--- src/rtl/memory_arbiter.sv ---
// Two-core shared-memory arbiter: four cache ports onto one RAM port.
// Define MEMORY_ARBITER_RR_EN for round-robin between cores; default is fixed priority (core0 first).

package cpu_types_pkg;
    typedef logic [31:0] word_t;
    typedef enum logic [1:0] {
        FREE   = 2'b00,
        BUSY   = 2'b01,
        ACCESS = 2'b10,
        ERROR  = 2'b11
    } ramstate_t;
endpackage

// state  | meaning
// IDLE   | no owner; arbitrate among live requests, no RAM strobes
// ACCESS | owner registered; RAM strobes follow owner's live request
module memory_arbiter
    import cpu_types_pkg::word_t;
(
    input  logic       CLK,
    input  logic       RST,
    input  logic [1:0] iREN,
    input  logic [1:0] dREN,
    input  logic [1:0] dWEN,
    input  logic [1:0] dburst,
    input  word_t      iaddr0,
    input  word_t      iaddr1,
    input  word_t      daddr0,
    input  word_t      daddr1,
    input  word_t      dstore0,
    input  word_t      dstore1,
    input  word_t      ramload,
    input  logic [1:0] ramstate,
    output logic [1:0] iwait,
    output logic [1:0] dwait,
    output word_t      iload,
    output word_t      dload,
    output logic       ramREN,
    output logic       ramWEN,
    output word_t      ramaddr,
    output word_t      ramstore,
    output logic [2:0] owner
);

    typedef enum logic {IDLE, ACCESS} state_t;

    state_t     state, next_state;
    logic       own_core, own_isd, burst;
    logic       next_core, next_isd, next_burst;
`ifdef MEMORY_ARBITER_RR_EN
    logic       last_core, next_last;
`endif

    logic [1:0] req_d, req_any;
    logic       grant_core, own_req, done;

    assign req_d   = dREN | dWEN;
    assign req_any = req_d | iREN;
    assign own_req = own_isd ? req_d[own_core] : iREN[own_core];
    assign done    = (state == ACCESS) && own_req &&
                     ((ramstate == cpu_types_pkg::ACCESS) || (ramstate == cpu_types_pkg::ERROR));

    // Between-core choice; within a core the type is resolved when latching own_isd.
    always_comb begin
        grant_core = ~req_any[0];
`ifdef MEMORY_ARBITER_RR_EN
        if (req_any == 2'b11)
            grant_core = ~last_core;
`endif
    end

    always_ff @(posedge CLK) begin
        if (RST) begin
            state     <= IDLE;
            own_core  <= 1'b0;
            own_isd   <= 1'b0;
            burst     <= 1'b0;
`ifdef MEMORY_ARBITER_RR_EN
            last_core <= 1'b1;
`endif
        end else begin
            state     <= next_state;
            own_core  <= next_core;
            own_isd   <= next_isd;
            burst     <= next_burst;
`ifdef MEMORY_ARBITER_RR_EN
            last_core <= next_last;
`endif
        end
    end

    always_comb begin
        next_state = state;
        next_core  = own_core;
        next_isd   = own_isd;
        next_burst = burst;
`ifdef MEMORY_ARBITER_RR_EN
        next_last  = last_core;
`endif
        case (state)
            IDLE: begin
                if (|req_any) begin
                    next_state = ACCESS;
                    next_core  = grant_core;
                    next_isd   = req_d[grant_core];
                    next_burst = 1'b0;
                end
            end
            ACCESS: begin
                if (!own_req) begin
                    next_state = IDLE;
                    next_burst = 1'b0;
                end else if (done) begin
                    // Block transfers hold the bus for exactly one extra word.
                    if (own_isd && dburst[own_core] && !burst) begin
                        next_burst = 1'b1;
                    end else begin
                        next_state = IDLE;
                        next_burst = 1'b0;
`ifdef MEMORY_ARBITER_RR_EN
                        next_last  = own_core;
`endif
                    end
                end
            end
            default: next_state = IDLE;
        endcase
    end

    always_comb begin
        iwait    = 2'b11;
        dwait    = 2'b11;
        iload    = '0;
        dload    = '0;
        ramREN   = 1'b0;
        ramWEN   = 1'b0;
        ramaddr  = '0;
        ramstore = '0;
        owner    = 3'b000;
        if (state == ACCESS) begin
            owner = {1'b1, own_core, own_isd};
            if (own_isd) begin
                ramaddr  = own_core ? daddr1 : daddr0;
                ramstore = own_core ? dstore1 : dstore0;
                ramWEN   = dWEN[own_core];
                ramREN   = dREN[own_core] & ~dWEN[own_core];
            end else begin
                ramaddr  = own_core ? iaddr1 : iaddr0;
                ramREN   = iREN[own_core];
            end
            if (done) begin
                if (own_isd) begin
                    dwait[own_core] = 1'b0;
                    dload           = ramload;
                end else begin
                    iwait[own_core] = 1'b0;
                    iload           = ramload;
                end
            end
        end
    end

endmodule

--- config.mk ---
export PLATFORM = sky130hd
export DESIGN_NAME = memory_arbiter
export DESIGN_NICKNAME = d
export VERILOG_FILES = /design/src/rtl/memory_arbiter.sv
export SDC_FILE = /design/constraint.sdc
export NUM_CORES = 1
export LEC_CHECK = 0
export ABC_AREA = 1
export BUFFER_PORTS_ARGS = -buffer_cell sky130_fd_sc_hd__buf_2
export CORE_AREA = 2 2 145 147
export CTS_BUF_LIST = sky130_fd_sc_hd__clkbuf_4
export DETAILED_ROUTE_END_ITERATION = 12
export DIE_AREA = 0 0 147 149
export GPL_ROUTABILITY_DRIVEN = 1
export SLEW_MARGIN = 20
export SYNTH_ARGS = -nofsm -noshare
export SYNTH_HDL_FRONTEND = slang
export SYNTH_SLANG_ARGS = --single-unit
export TNS_END_PERCENT = 20
--- constraint.sdc ---
create_clock -name CLK -period 2.5 [get_ports CLK]
set_clock_uncertainty 0.15 [all_clocks]
set_input_delay 0.125 -clock CLK [delete_from_list [all_inputs] [get_ports CLK]]
set_output_delay 0.125 -clock CLK [all_outputs]
set_load 0.02 [all_outputs]
==> run summary <==
### Outcome
• status: finished, final reports clean

### STA
• highest clock rate: 445 MHz
• crit path setup slack, layout: 0.253 ns
• Least-Margin Pin Slew: 0.597 ns
• count of endpoints failing setup in the final report: 0
• final sum of negative setup slack: 0 ns
• shortest clock period the worst path allows after layout: 2.25 ns
• final-report hold violation count: 0
• final number of max-transition violations: 0
• setup repair after global routing missed its margin: no
• WHS: 0.113 ns
• final cycle utilization of the critical path: 89.9%
• slew margin rel.: 60.2%

### CTS
• clock-pin slew reported for the worst setup and hold paths after clock tree synthesis: 0.04 ns
• clock root buffer: sky130_fd_sc_hd__clkbuf_4
• insertion delay to the later sink of the worst-skew pair: 0.23 ns
• CTS Sinks: 4
• clock tree from TritonCTS: yes
• maximum buffer depth of the clock tree: 2
• clock buffer count from CTS: 3
• CTS H-tree depth: 1

### Min path
• hold crit path type: input pin to flip-flop

### Setup path
• flop2flop setup slack: 0.77 ns
• Crit. End Element: output port
• highest fanout seen on the critical path: 23
• worst setup path class: flip-flop to output port
• launching element of the worst setup path: own_isd
• worst reg2reg startpoint: state
• CP startpoint kind: flip-flop
• CP Capture Point: dload[19]
• Reg2Reg Capture Point: burst
• number of cells on the worst reg-to-reg path: 7
• Worst EP arrival: 1.97 ns
• Worst Path Required: 2.23 ns

### Final layout
• number of nets in the layout: 987
• final cell count without fillers: 1025
• signed area change from the synthesized netlist to the final layout: 92.7%
• final cell utilization of the core: 22.0%
• Non-Filler Cell Area, Final: 4520 µm²
• ratio of cells with drive above 1 in the final layout: 60.3%

### Route
• total length of routed wires: 13.2 mm
• Detail Route Antenna Nets: 0
• drt first pass iters: 5
• DR vias: 4231
• detail-routed via count per cell: 4.13
• Initial DRC Count: 317
• number of remaining DRC errors: 0
• DR WL/cell: 12.9 µm

### Global route
• met3 track utilization from global routing: 1.07%
• overall routing resource usage: 10.4%
• global-route wire length before repair: 18.7 mm
• M2 GR Usage: 18.0%
• number of antenna violations at the first check in global routing: 1
• via count of the first global-routing pass: 3538
• gr busiest metal: met2
• gr ovfl total: 0
• largest net degree at the start of global routing: 66
• global routing usage on met1: 14.3%

### Floorplanning
• chip width: 147 µm
• num ports: 373
• area inside the core boundary: 20600 µm²
• number of cell rows: 53
• starting density of the core: 11.4%
• Die Y: 149 µm
• die area: 21900 µm²

### Yosys
• top cell types by occurrence after synthesis: sky130_fd_sc_hd__nand2_1, sky130_fd_sc_hd__a21oi_1, sky130_fd_sc_hd__a22oi_1
• top area cells in the synthesized netlist: sky130_fd_sc_hd__nor3_2, sky130_fd_sc_hd__a22oi_1, sky130_fd_sc_hd__a21oi_1
• number of distinct library cells after synthesis: 21
• post-synth design cell area: 2350 µm²
• prevailing post-synth register cell: sky130_fd_sc_hd__dfxtp_1
• leading area contributor after synthesis: sky130_fd_sc_hd__nor3_2
• EDFF count, synth: 0
• Yosys warning count: 0
• gate count after technology mapping: 402
• sequential cell area fraction in the yosys report: 3.41%
• Syn Area/Cell: 5.84 µm²
• FFs w/ async S/R, synth: 0%
• synthesized net count: 638
• most common cell in the netlist: sky130_fd_sc_hd__nand2_1
• share of the synthesized area in the top cell type: 21.3%
• post-synthesis sequential element count: 4

### Power and ir drop
• static leakage power: 2.50 nW
• cell area power density: 228 nW/µm²
• Design Power: 1.03 mW
• maximum VDD drop: 0.000113 V

### Run
• number of maximum-capacitance constraint violations: 0

### Placed design
• worst slack at placement: 0.380 ns
• instance area after placement: 4480 µm²
• routability congestion estimate: 0.781
• Final HPWL DP: 10.9 mm
• total instance count after detailed placement: 1020
• count of input and output buffers: 371

==> placed cells by master (no fill, tap or decap), drive strengths merged <==
master       netlist  layout
buf               27     386
nand2             91      91
a21oi             69      69
nor3              65      65
a22oi             64      64
inv               48      48
nor2               8       8
nand3              4       4
o21ai              4       4
dfxtp              4       4
clkbuf            16       3
diode              0       1
nand3b             1       1
or2                1       1
dlygate4sd3        0       1
==> how the worst min path moves through the flow <==
stage | start | slack, ns | cells past startpoint | end
after floorplan | RST | 0.04 | 1 | own_isd
after global placement | RST | 0.18 | 2 | own_isd
after detailed placement | RST | 0.19 | 2 | own_isd
after CTS | ramstate[1] | 0.1 | 4 | state
after global routing | ramstate[1] | 0.13 | 5 | burst
final | ramstate[1] | 0.11 | 4 | state
==> routing by layer <==
metal,vias up,part of all wire [%]
met2,242,49
met4,0,0.48
met5,-,0
li1,2083,-
met1,1904,43
met3,2,7.7
==> where the power goes <==
part	leakage, nW	total [mW]	internal [mW]	switching, mW
combinational	2.45	0.871	0.339	0.532
clock	0.0138	0.0793	0.0536	0.0256
sequential	0.0337	0.0813	0.0697	0.0115
==> worst max-delay path, cell delays in order, from the launching register on <==
cell and delay, ns:
sky130_fd_sc_hd__dfxtp_2 0.35, sky130_fd_sc_hd__inv_2 0.23, sky130_fd_sc_hd__nor2_4 0.08, sky130_fd_sc_hd__nand2_1 0.08, sky130_fd_sc_hd__nand2_2 0.06, sky130_fd_sc_hd__nor2_4 0.14
sky130_fd_sc_hd__nand2_4 0.21, sky130_fd_sc_hd__buf_4 0.26, sky130_fd_sc_hd__nor3_2 0.12, sky130_fd_sc_hd__buf_2 0.19
==> state kept, by name (all words and copies together), names as in the netlist <==
signal	count
own_core	1
burst	1
state	1
own_isd	1
==> kinds of logic (layout without fill, tap and decap cells) <==
| logic type | after synthesis | count (layout) | synth area share [%] |
|---|---|---|---|
| simple gates | 170 | 170 | 42.8 |
| flops | 4 | 4 | 3.41 |
| compound gates | 137 | 137 | 36.1 |
| other cells | 0 | 1 | 0 |
| buf+inv | 91 | 438 | 17.8 |
==> area by class of cell <==
type                       instances  area [µm²]
fill                            2316       16000
timing repair buffer             387        2030
multi-input combinational        307        1860
tap                              275         344
inverter                          48         180
sequential                         4        82.6
clock buffer                       3        22.5
antenna                            1        2.50
==> repair_timing <==
item,CTS,global route
hold buffers,1,0
buffers inserted,0,0
gates resized for setup,0,1
setup endpoints to repair,0,23
hold endpoints to repair,2,0
(Power assumes the default switching activity.)
